===== src/rtl/vscale_dmem_arbiter.sv =====
// Round-robin merge of NUM_CORES AHB-lite dmem masters onto one slave; address and data pass with zero added latency.
// Losers stall on m_hready and a finished response is parked until its next grant; bus lock under VSCALE_DMEM_ARB_LOCK_EN.
module vscale_dmem_arbiter #(
   parameter int NUM_CORES = 2,
   parameter int IDX_W     = (NUM_CORES > 2) ? $clog2(NUM_CORES) : 1
) (
   input  logic                    clk,
   input  logic                    reset,
   input  logic [NUM_CORES*32-1:0] m_haddr,
   input  logic [NUM_CORES-1:0]    m_hwrite,
   input  logic [NUM_CORES*3-1:0]  m_hsize,
   input  logic [NUM_CORES*3-1:0]  m_hburst,
   input  logic [NUM_CORES-1:0]    m_hmastlock,
   input  logic [NUM_CORES*4-1:0]  m_hprot,
   input  logic [NUM_CORES*2-1:0]  m_htrans,
   input  logic [NUM_CORES*32-1:0] m_hwdata,
   output logic [NUM_CORES*32-1:0] m_hrdata,
   output logic [NUM_CORES-1:0]    m_hready,
   output logic [NUM_CORES-1:0]    m_hresp,
   output logic [31:0]             s_haddr,
   output logic                    s_hwrite,
   output logic [2:0]              s_hsize,
   output logic [2:0]              s_hburst,
   output logic                    s_hmastlock,
   output logic [3:0]              s_hprot,
   output logic [1:0]              s_htrans,
   output logic [31:0]             s_hwdata,
   input  logic [31:0]             s_hrdata,
   input  logic                    s_hready,
   input  logic                    s_hresp
);

   localparam logic [1:0] HTRANS_IDLE   = 2'b00;
   localparam logic [1:0] HTRANS_NONSEQ = 2'b10;

   logic [NUM_CORES-1:0] w_req;
   logic [IDX_W-1:0]     w_rr_gnt;
   logic                 w_rr_gnt_v;
   logic [IDX_W-1:0]     w_gnt;
   logic                 w_gnt_v;
   logic                 w_acc;

   logic [IDX_W-1:0]     r_rr_ptr;
   logic [IDX_W-1:0]     r_owner;
   logic                 r_owner_v;

   always_comb begin
      w_req = '0;
      for (int i = 0; i < NUM_CORES; i++)
         w_req[i] = (m_htrans[2*i +: 2] == HTRANS_NONSEQ);
   end

   // First requester at or after the round-robin pointer, wrapping around.
   always_comb begin
      w_rr_gnt   = '0;
      w_rr_gnt_v = 1'b0;
      for (int k = 0; k < NUM_CORES; k++) begin
         for (int i = 0; i < NUM_CORES; i++) begin
            if (!w_rr_gnt_v && w_req[i] && (((k + int'(r_rr_ptr)) % NUM_CORES) == i)) begin
               w_rr_gnt   = IDX_W'(i);
               w_rr_gnt_v = 1'b1;
            end
         end
      end
   end

`ifdef VSCALE_DMEM_ARB_LOCK_EN
   logic             r_locked;
   logic [IDX_W-1:0] r_lock_idx;
   logic             w_lock_req;
   logic             w_gnt_lock;

   always_comb begin
      w_lock_req = 1'b0;
      for (int i = 0; i < NUM_CORES; i++)
         if (r_lock_idx == IDX_W'(i)) w_lock_req = w_req[i];
   end

   assign w_gnt   = r_locked ? r_lock_idx : w_rr_gnt;
   assign w_gnt_v = r_locked ? w_lock_req : w_rr_gnt_v;

   always_comb begin
      w_gnt_lock = 1'b0;
      for (int i = 0; i < NUM_CORES; i++)
         if (w_gnt == IDX_W'(i)) w_gnt_lock = m_hmastlock[i];
   end

   assign s_hmastlock = w_gnt_v & w_gnt_lock;

   // Lock is released by an unlocked beat from the holder or by the holder going idle.
   always_ff @(posedge clk) begin
      if (reset) begin
         r_locked   <= 1'b0;
         r_lock_idx <= '0;
      end else if (w_acc && w_gnt_lock) begin
         r_locked   <= 1'b1;
         r_lock_idx <= w_gnt;
      end else if (r_locked && ((w_acc && !w_gnt_lock) || (!w_lock_req && s_hready))) begin
         r_locked   <= 1'b0;
      end
   end
`else
   logic w_unused_lock;

   assign w_gnt         = w_rr_gnt;
   assign w_gnt_v       = w_rr_gnt_v;
   assign s_hmastlock   = 1'b0;
   assign w_unused_lock = ^m_hmastlock;
`endif

   assign w_acc = w_gnt_v & s_hready;

   always_comb begin
      s_haddr  = '0;
      s_hwrite = 1'b0;
      s_hsize  = '0;
      s_hburst = '0;
      s_hprot  = '0;
      s_htrans = HTRANS_IDLE;
      for (int i = 0; i < NUM_CORES; i++) begin
         if (w_gnt_v && (w_gnt == IDX_W'(i))) begin
            s_haddr  = m_haddr[32*i +: 32];
            s_hwrite = m_hwrite[i];
            s_hsize  = m_hsize[3*i +: 3];
            s_hburst = m_hburst[3*i +: 3];
            s_hprot  = m_hprot[4*i +: 4];
            s_htrans = m_htrans[2*i +: 2];
         end
      end
   end

   always_comb begin
      s_hwdata = '0;
      for (int i = 0; i < NUM_CORES; i++)
         if (r_owner_v && (r_owner == IDX_W'(i))) s_hwdata = m_hwdata[32*i +: 32];
   end

   always_ff @(posedge clk) begin
      if (reset) begin
         r_owner   <= '0;
         r_owner_v <= 1'b0;
         r_rr_ptr  <= '0;
      end else if (s_hready) begin
         r_owner   <= w_gnt;
         r_owner_v <= w_gnt_v;
         if (w_gnt_v)
            r_rr_ptr <= (w_gnt == IDX_W'(NUM_CORES - 1)) ? '0 : w_gnt + IDX_W'(1);
      end
   end

   for (genvar gi = 0; gi < NUM_CORES; gi++) begin : g_master
      logic        w_own;
      logic        w_acc_i;
      logic        w_stall;
      logic        w_cap;
      logic        r_hold_v;
      logic [31:0] r_hold_rdata;
      logic        r_hold_resp;

      assign w_own   = r_owner_v && (r_owner == IDX_W'(gi));
      assign w_acc_i = w_acc && (w_gnt == IDX_W'(gi));
      assign w_stall = w_req[gi] && !w_acc_i;
      // Our data phase finishes while our next request loses: park the response.
      assign w_cap   = w_own && s_hready && w_stall;

      always_ff @(posedge clk) begin
         if (reset) begin
            r_hold_v     <= 1'b0;
            r_hold_rdata <= '0;
            r_hold_resp  <= 1'b0;
         end else if (w_cap) begin
            r_hold_v     <= 1'b1;
            r_hold_rdata <= s_hrdata;
            r_hold_resp  <= s_hresp;
         end else if (w_acc_i) begin
            r_hold_v     <= 1'b0;
         end
      end

      assign m_hready[gi] = r_hold_v ? w_acc_i :
                            w_own    ? (s_hready && !w_stall) : !w_stall;
      assign m_hrdata[32*gi +: 32] = r_hold_v ? r_hold_rdata :
                                     w_own    ? s_hrdata     : 32'h0;
      assign m_hresp[gi] = r_hold_v ? r_hold_resp :
                           w_own    ? s_hresp     : 1'b0;
   end

endmodule


===== config.mk =====
export PLATFORM = sky130hd
export DESIGN_NAME = vscale_dmem_arbiter
export DESIGN_NICKNAME = d
export VERILOG_FILES = /design/src/rtl/vscale_dmem_arbiter.sv
export SDC_FILE = /design/constraint.sdc
export NUM_CORES = 1
export LEC_CHECK = 0
export CAP_MARGIN = 20
export CORE_AREA = 5 5 127 129
export DETAILED_ROUTE_END_ITERATION = 6
export DIE_AREA = 0 0 132 134
export GPL_TIMING_DRIVEN = 1
export PLACE_DENSITY = 0.83
export SLEW_MARGIN = 20
export SYNTH_ARGS = -nofsm -noshare
export SYNTH_HDL_FRONTEND = slang
export SYNTH_SLANG_ARGS = --single-unit

===== constraint.sdc =====
create_clock -name clk -period 3.35 [get_ports clk]
set_input_delay 1.005 -clock clk [delete_from_list [all_inputs] [get_ports clk]]
set_output_delay 1.005 -clock clk [all_outputs]
set_load 0.01 [all_outputs]

Word level (Yosys, flattened, before mapping)
Index checks and enable logic that the tools add are counted.

word-level totals
  bits in registers = 71
  bits of input ports = 192
  output and inout bits = 146
  logic and storage cells = 89

operators by class
  $add $sub $neg = 2
  eq/ne operators = 3
  mux-type cells = 38
  bitwise operators = 4
  reductions and logical operators = 33

operators with widths
  operator                                    number
  2-to-1 mux 32 bit                           8
  logical NOT 32 bit                          2
  2-to-1 mux 1 bit                            22
  logical AND 1 bit                           21
  2-to-1 mux 3 bit                            4
  2-to-1 mux 4 bit                            2
  logical NOT 1 bit                           7
  equality test 2 bit, second input constant  3
  2-to-1 mux 2 bit                            2
  nonzero test 2 bit                          2
  inverter 1 bit                              2
  AND reduction 2 bit                         1
  adder 1 bit, first input constant           1
  adder 1 bit, second input constant          1
  bitwise AND 1 bit                           1
  bitwise AND 1 bit, first input constant     1

Longest topological paths before layout
Gate-level depths: netlist of the first run.

  depth after elaboration = 23
  depth in mapped cells = 6
  mapped depth without buffers = 3

Worst setup path after synthesis of the first run
OpenSTA, ideal clock, no wires.

  path type = input-to-output
  from = in m_htrans[2]
  to = out s_haddr[0]
  data arrival time = 1,971 ps
  required time = 2,345 ps
  path slack = 374 ps
  stages = 5
  buffers on the path = 2
  path through = nand2b_1 clkbuf_1 nor2_1 buf_2 a22o_1

on the way
  word-level cells in the longest chain between the ends = 16
  elaborated cells on any way between the ends = 20
  classes of those cells = eq/ne: 1; mux: 8; bitwise: 1; reduce/logical: 10

ends and longest elaborated chain
  what                            RTL line  RTL
  start, declared                 15        input logic [NUM_CORES*2-1:0] m_htrans,
  equality test 2 bit (*)         50        w_req[i] = (m_htrans[2*i +: 2] == HTRANS_NONSEQ);
  logical AND 1 bit (2 in a row)  59        if (!w_rr_gnt_v && w_req[i] && (((k + int'(r_rr_ptr)) % NUM_CORES) == i)) begin
  2-to-1 mux 1 bit                59
  logical NOT 1 bit               59
  logical AND 1 bit (2 in a row)  59
  2-to-1 mux 1 bit                59
  logical NOT 1 bit               59
  logical AND 1 bit (2 in a row)  59
  2-to-1 mux 1 bit                59
  inverter 1 bit                  121       if (w_gnt_v && (w_gnt == IDX_W'(i))) begin
  logical AND 1 bit               121
  2-to-1 mux 32 bit               121
  2-to-1 mux 32 bit (*)           121
  end, declared                   20        output logic [31:0] s_haddr,

Mark *: on every way between the ends. The rest lies on a longest branch, timed or not.

Final worst setup path of the first run
  from = in m_htrans[1]
  to = out s_haddr[10]

on the way
  word-level cells in the longest chain between the ends = 19
  elaborated cells on any way between the ends = 23
  classes of those cells = eq/ne: 1; mux: 9; bitwise: 1; reduce/logical: 12

ends and longest elaborated chain
  what                            RTL line
  equality test 2 bit (*)         50
  logical AND 1 bit               59
  2-to-1 mux 1 bit                59
  logical NOT 1 bit               59
  logical AND 1 bit (2 in a row)  59
  2-to-1 mux 1 bit                59
  logical NOT 1 bit               59
  logical AND 1 bit (2 in a row)  59
  2-to-1 mux 1 bit                59
  logical NOT 1 bit               59
  logical AND 1 bit (2 in a row)  59
  2-to-1 mux 1 bit                59
  inverter 1 bit                  121
  logical AND 1 bit               121
  2-to-1 mux 32 bit               121
  2-to-1 mux 32 bit (*)           121

Marked as above.

==> results of run 1 <==
[synth_stat cells (all sizes together)]
| master | n |
|---|---|
| nand3b | 4 |
| o22ai | 1 |
| a21boi | 1 |
| nor3 | 2 |
| a32o | 1 |
| and3b | 2 |
| or2 | 1 |
| dfxtp | 71 |
| nor2 | 5 |
| a21oi | 35 |
| nand2b | 4 |
| nand4 | 33 |
| inv | 2 |
| a311oi | 1 |
| or3 | 1 |
| nor2b | 33 |
| buf | 23 |
| o31ai | 33 |
| nand2 | 70 |
| o211ai | 1 |
| clkbuf | 47 |
| a22o | 109 |
| nor3b | 1 |
| o21a | 2 |
| mux2i | 66 |
| conb | 1 |
[final cells by class]
cell class / count / share of cell area, %
antenna: 1 / 0.0288
clock buffer: 10 / 2.64
clock inverter: 6 / 0.807
inverter: 2 / 0.0865
multi-input combinational: 408 / 34.4
sequential: 71 / 16.4
tap: 188 / 2.71
timing repair buffer: 384 / 42.9
[critical path, delay by kind of cell]
family	cells	cell delay (ps)
AND/OR/NAND/NOR	2	470
buffers and inverters	3	700
AO/OA/AOI/OAI	1	130
[cell families (layout without fill, tap and decap cells)]
logic type | after synthesis | in the layout | synth area share [%]
mux | 66 | 66 | 14.2
flops | 71 | 71 | 30.5
simple gates | 156 | 156 | 17.5
compound gates | 184 | 184 | 30.9
buf+inv | 72 | 402 | 6.80
other cells | 1 | 3 | 0.0805
[registers in the layout (all words and copies together) (netlist names)]
| register | count |
|---|---|
| g_master.r_hold_v | 2 |
| g_master.r_hold_resp | 2 |
| r_owner | 1 |
| g_master.r_hold_rdata | 64 |
| r_rr_ptr | 1 |
| r_owner_v | 1 |
[stage by stage]
| stage | util, % | instances | TNS, ps | total power, mW |
|---|---|---|---|---|
| after CTS | 58.0 | 1069 | 0 | 2.56 |
| after detailed placement | 55.4 | 1043 | -21880 | 1.59 |
| after floorplan | - | 551 | 0 | 1.10 |
| after global routing | 58.2 | 1070 | -49.8 | 2.63 |
| after global placement | 55.4 | 1043 | -20990 | 1.58 |
| final | 58.2 | 1070 | 0 | 2.54 |
[worst paths after layout]
kind	cells past startpoint	slack [ps]	endpoint
worst max register to register	5	1510	g_master[1].r_hold_rdata[6]$_SDFFE_PP0P_
worst min-delay path	2	460	g_master[0].r_hold_rdata[0]$_SDFFE_PP0P_
worst min register to register	2	460	g_master[0].r_hold_rdata[0]$_SDFFE_PP0P_
worst max-delay path	6	20	s_haddr[10]
[repair_timing]
action                                  CTS  global route
setup buffers                             7             0
endpoints found under the setup margin   47            37
gates resized for setup                 190            20
gates cloned                              5             0
pin swaps                                 6             3
[metal layers]
layer	GRT usage, %	wire (um)	vias to the layer above
li1	-	-	2737
met5	0	0	-
met4	5.14	464	0
met1	30.1	8980	2757
met3	8.55	2110	22
met2	42.7	11700	285
[power groups by stage]
stage	Clock, mW	Sequential, mW	Combinational (mW)
2_1_floorplan	0	0.866	0.234
3_3_place_gp	0	0.869	0.716
3_5_place_dp	0	0.869	0.717
4_1_cts	0.979	0.850	0.733
5_1_grt	1.01	0.850	0.774
6_report	0.956	0.850	0.730
==> results.sh, run 1 <==
export IMPL_status="finished clean"
export IMPL_ys_top_cells_by_area="dfxtp_1 31%, a22o_1 21%, mux2i_1 14%"
export IMPL_final_common_cell="clkdlybuf4s50_1"
export IMPL_die_w_um=132
export IMPL_p_sw_share_pct=27.0
export IMPL_syn_to_final_growth_pct=86.4
export IMPL_hp_start="g_master[0].r_hold_rdata[0]$_SDFFE_PP0P_"
export IMPL_dr_total_vias=5801
export IMPL_seq_area_mm2=0.00142
export IMPL_reg2reg_from="r_owner$_SDFFE_PP0P_"
export IMPL_fp_dieArea_mm2=0.0177
export IMPL_routed_wl_um=23300
export IMPL_cts_root_buffer="clkbuf_16"
export IMPL_antenna_found_initial=1
export IMPL_critPathKind="input port to primary output"
export IMPL_synth_top_cell_by_area="dfxtp_1"
export IMPL_leakage_nw=3.57
export IMPL_slowest_delay_ps=290
export IMPL_power_frac_seq_pct=33.5
export IMPL_hold_violations=0
export IMPL_clock_sinks=71
export IMPL_fmaxAchievable_mhz=301
export IMPL_num_rows=45
export IMPL_drt_initial_drc_count=333
export IMPL_cts_inserted_buffers=9
export IMPL_switchingPower_mw=0.684
export IMPL_routedWlPerCell_um=21.8
export IMPL_clkPwrFrac_pct=37.7
export IMPL_ys_seq_area_share_pct=30.5
export IMPL_finalSetupViolations=0
export IMPL_dpl_hpwl_um=16800
export IMPL_ir_drop_mv=0.243
export IMPL_yosys_cell_types_count=33
export IMPL_avgSynthCellArea_um2=8.46
export IMPL_clockBufferDepth=2
export IMPL_fin_nets=1068
export IMPL_holdBufCountCts=0
export IMPL_dp_slack_ps=-578
export IMPL_numPortBuffers=333
export IMPL_drc=0
export IMPL_p_per_area_mw_per_mm2=292
export IMPL_synthCells=550
export IMPL_path_max_fanout=21
export IMPL_synth_top_area_share_pct=30.5
export IMPL_fin_area_mm2=0.00868
export IMPL_die_h_um=134
export IMPL_critPathLaunchType="input port"
export IMPL_synth_area_mm2=0.00466
export IMPL_cap_violations=0
export IMPL_yosysWarningCount=0
export IMPL_fin_crit_ps=3330
export IMPL_fillers=1326
export IMPL_crit_chain="dlygate4sd2_1 > nor3b_4 > nor2_4 > buf_16 > a22o_1 > clkdlybuf4s15_2"
export IMPL_multiInputGateArea_mm2=0.00298
export IMPL_ios=338
export IMPL_combPwrFrac_pct=28.8
export IMPL_grt_use_total_pct=24.8
export IMPL_clkSlewWorstSetupHoldPaths_ps=60
export IMPL_tightest_slew_ps=650
export IMPL_dpl_cell_area_mm2=0.00827
export IMPL_crit_start="m_htrans[1]"
export IMPL_period_share_pct=99.3
export IMPL_clock_skew_ps=6.67
export IMPL_overflow=0
export IMPL_firstDrtPassIters=5
export IMPL_critPathArrivalTime_ps=2320
export IMPL_endpoint_kind="primary output"
export IMPL_worst_path_max_delay_cell="dlygate4sd2_1"
export IMPL_ant_nets=0
export IMPL_grt_pass1_vias=5835
export IMPL_start_util_pct=31.2
export IMPL_final_cell_mix="271 x clkdlybuf4s50_1, 108 x a22o_1, 70 x nand2_1, 70 x dfxtp_1, 66 x mux2i_1"
export IMPL_holdCritPathClass="flip-flop to flip-flop"
export IMPL_internal_power_mw=1.85
export IMPL_grt_max_degree=67
export IMPL_crit_required_ps=2340
export IMPL_fp_coreArea_mm2=0.0149
export IMPL_finalWeightedCongestion=0.853
export IMPL_postLayoutSetupSlackWorst_ps=23.8
export IMPL_cts_tree="built"
export IMPL_via_per_inst=5.42
export IMPL_grt_pass1_wl_um=35200
export IMPL_cts_max_level=3
export IMPL_drive_above_1_share_pct=14.4
export IMPL_clk_latency_ps=330
export IMPL_slew_headroom_pct=56.7
export IMPL_slew_violations=0
export IMPL_hold_slack_ps=457
export IMPL_ys_ff_latch=71
export IMPL_rsz0062_at_grt="yes"
(Power assumes the default switching activity.)
==> run 2: changes to the inputs <==
--- a/config.mk
+++ b/config.mk
@@ -6,11 +6,11 @@
 export NUM_CORES = 1
 export LEC_CHECK = 0
 export CAP_MARGIN = 20
-export CORE_AREA = 5 5 127 129
+export CORE_AREA = 2 2 132 134
 export DETAILED_ROUTE_END_ITERATION = 6
-export DIE_AREA = 0 0 132 134
+export DIE_AREA = 0 0 134 136
 export GPL_TIMING_DRIVEN = 1
-export PLACE_DENSITY = 0.83
+export PLACE_DENSITY = 0.69
 export SLEW_MARGIN = 20
 export SYNTH_ARGS = -nofsm -noshare
 export SYNTH_HDL_FRONTEND = slang
==> results.sh, run 2 (synthesis gave the netlist of run 1 again) <==
export IMPL_syn_to_final_growth_pct=88.6
export IMPL_clock_skew_ps=8.15
export IMPL_ios=338
export IMPL_firstDrtPassIters=4
export IMPL_use_met3_pct=6.52
export IMPL_fin_nets=1080
export IMPL_endpoint_kind="primary output"
export IMPL_fillers=1598
export IMPL_cts_tree="built"
export IMPL_critPathKind="input port to primary output"
export IMPL_largest_reg_flops=64
export IMPL_path_max_fanout=1
export IMPL_numPortBuffers=333
export IMPL_tightest_slew_ps=580
export IMPL_slowest_delay_ps=540
export IMPL_slew_headroom_pct=61.3
export IMPL_cp_num_buf_inv=2
export IMPL_largestRegisters="g_master.r_hold_rdata: 64 flops, g_master.r_hold_resp: 2 flops, g_master.r_hold_v: 2 flops"
export IMPL_p_per_area_mw_per_mm2=298
export IMPL_crit_required_ps=2340
export IMPL_fin_crit_ps=3310
export IMPL_clock_sinks=71
export IMPL_met2_usage_pct=36.9
export IMPL_fmaxAchievable_mhz=302
export IMPL_drt_initial_drc_count=213
export IMPL_period_share_pct=98.8
export IMPL_fp_coreArea_mm2=0.0169
export IMPL_hold_violations=0
export IMPL_critPathLaunchType="input port"
export IMPL_rsz0062_at_grt="no"
export IMPL_grt_pass1_vias=5463
export IMPL_die_h_um=136
export IMPL_slew_violations=0
export IMPL_hold_slack_ps=457
export IMPL_start_util_pct=27.6
export IMPL_fp_dieArea_mm2=0.0182
export IMPL_final_common_cell="clkdlybuf4s50_1"
export IMPL_final_cell_mix="278 x clkdlybuf4s50_1, 109 x a22o_1, 70 x nand2_1"
export IMPL_grt_util_met1_pct=27.1
export IMPL_grt_pass1_wl_um=31200
export IMPL_top_register="g_master.r_hold_rdata"
export IMPL_routedWlPerCell_um=18.9
export IMPL_dpl_hpwl_um=15200
export IMPL_crit_chain="clkdlybuf4s50_1 > mux2i_1 > nor2b_1 > clkdlybuf4s50_1"
export IMPL_antenna_found_initial=0
export IMPL_cts_root_buffer="clkbuf_16"
export IMPL_critPathArrivalTime_ps=2300
export IMPL_overflow=0
export IMPL_grt_max_degree=41
export IMPL_worst_path_max_delay_cell="clkdlybuf4s50_1"
export IMPL_drc=0
export IMPL_clockBufferDepth=2
export IMPL_path_common_cell="clkdlybuf4s50_1"
export IMPL_n_antenna_cell=0
export IMPL_cap_violations=0
export IMPL_finalSetupViolations=0
export IMPL_cts_inserted_buffers=9
export IMPL_routed_wl_um=21100
export IMPL_ant_nets=0
export IMPL_clkSlewWorstSetupHoldPaths_ps=50
export IMPL_multiInputGateArea_mm2=0.00296
export IMPL_num_rows=48
export IMPL_dr_total_vias=5643
export IMPL_die_w_um=134
export IMPL_setup_tns_ps=0
export IMPL_critPathTopFamily="buffers and inverters"
export IMPL_drive_above_1_share_pct=14.2
export IMPL_ir_drop_mv=0.209
export IMPL_via_per_inst=5.05
export IMPL_seq_area_mm2=0.00142
export IMPL_cts_max_level=3
export IMPL_grt_use_total_pct=21.8
export IMPL_holdCritPathClass="flip-flop to flip-flop"
export IMPL_finalWeightedCongestion=0.752
export IMPL_grt_busiest_layer="met2"
export IMPL_status="finished clean"
export IMPL_leakage_nw=3.51
export IMPL_clk_latency_ps=340
run 2: changes by cell type in the layout (fill, tap and decap cells not counted), moves of 2 or more:
cell	delta
buf_16	-3
buf_2	-7
buf_4	+10
clkdlybuf4s50_1	+7
clkinv_4	-2
dlygate4sd2_1	+13
dlymetal6s2s_1	-8
run 2: what timing repair did:
| action | CTS | global route |
|---|---|---|
| hold endpoints to repair | 0 | 0 |
| pin swaps | 2 | 1 |
| gates resized for setup | 148 | 9 |
| setup buffers | 6 | 1 |
| cloned | 2 | 0 |
| endpoints found under the setup margin | 47 | 41 |
| hold buffers | 0 | 0 |
run 2: cell type report:
type / count / area share [%]
repair buffers: 396 / 43.1
multi-input cells: 408 / 33.7
flip-flops and latches: 71 / 16.2
well taps: 225 / 3.21
clock buffers: 11 / 2.76
clock inverters: 5 / 0.926
inverters: 2 / 0.0855
run 2: path summary, 6_finish.rpt:
path	cells after the start	startpoint	to	slack [ps]
worst max-delay path	4	m_hwdata[57]	s_hwdata[25]	40
worst min-delay path	2	g_master[0].r_hold_rdata[2]$_SDFFE_PP0P_	g_master[0].r_hold_rdata[2]$_SDFFE_PP0P_	460
worst max register to register	5	r_owner$_SDFFE_PP0P_	g_master[1].r_hold_rdata[1]$_SDFFE_PP0P_	1600
worst min register to register	2	g_master[0].r_hold_rdata[2]$_SDFFE_PP0P_	g_master[0].r_hold_rdata[2]$_SDFFE_PP0P_	460
run 2: where the power goes:
part	internal, mW	leakage [nW]	total, mW	switching (mW)
clock network	0.673	0.156	1.05	0.380
registers	0.847	0.573	0.852	0.00477
logic	0.424	2.78	0.708	0.283
run 2: stage by stage:
step / area [um2] / setup slack [ps] / total power, mW / cells / util, %
finish: 8780 / 41.6 / 2.61 / 1118 / 52.0
global route: 8780 / 2.46 / 2.73 / 1118 / 52.0
CTS: 8790 / 0.0719 / 2.64 / 1117 / 52.1
floorplan: 4660 / 374 / 1.10 / 551 / -
detailed placement: 8470 / -558 / 1.59 / 1093 / 50.2
global placement: 8470 / -544 / 1.59 / 1093 / 50.2
run 2: per-layer routing:
metal | vias to the layer above | share of wire (%)
met1 | 2635 | 42
met3 | 25 | 8.6
li1 | 2746 | -
met2 | 237 | 48
met4 | 0 | 1.6
met5 | - | 0
run 2: worst reg2reg max path, cell delays in order (launching register included):
cell and delay [ps]:
dfxtp_2 330, buf_4 480, nand3b_1 130, buf_4 280, o31ai_1 300, a21oi_1 90
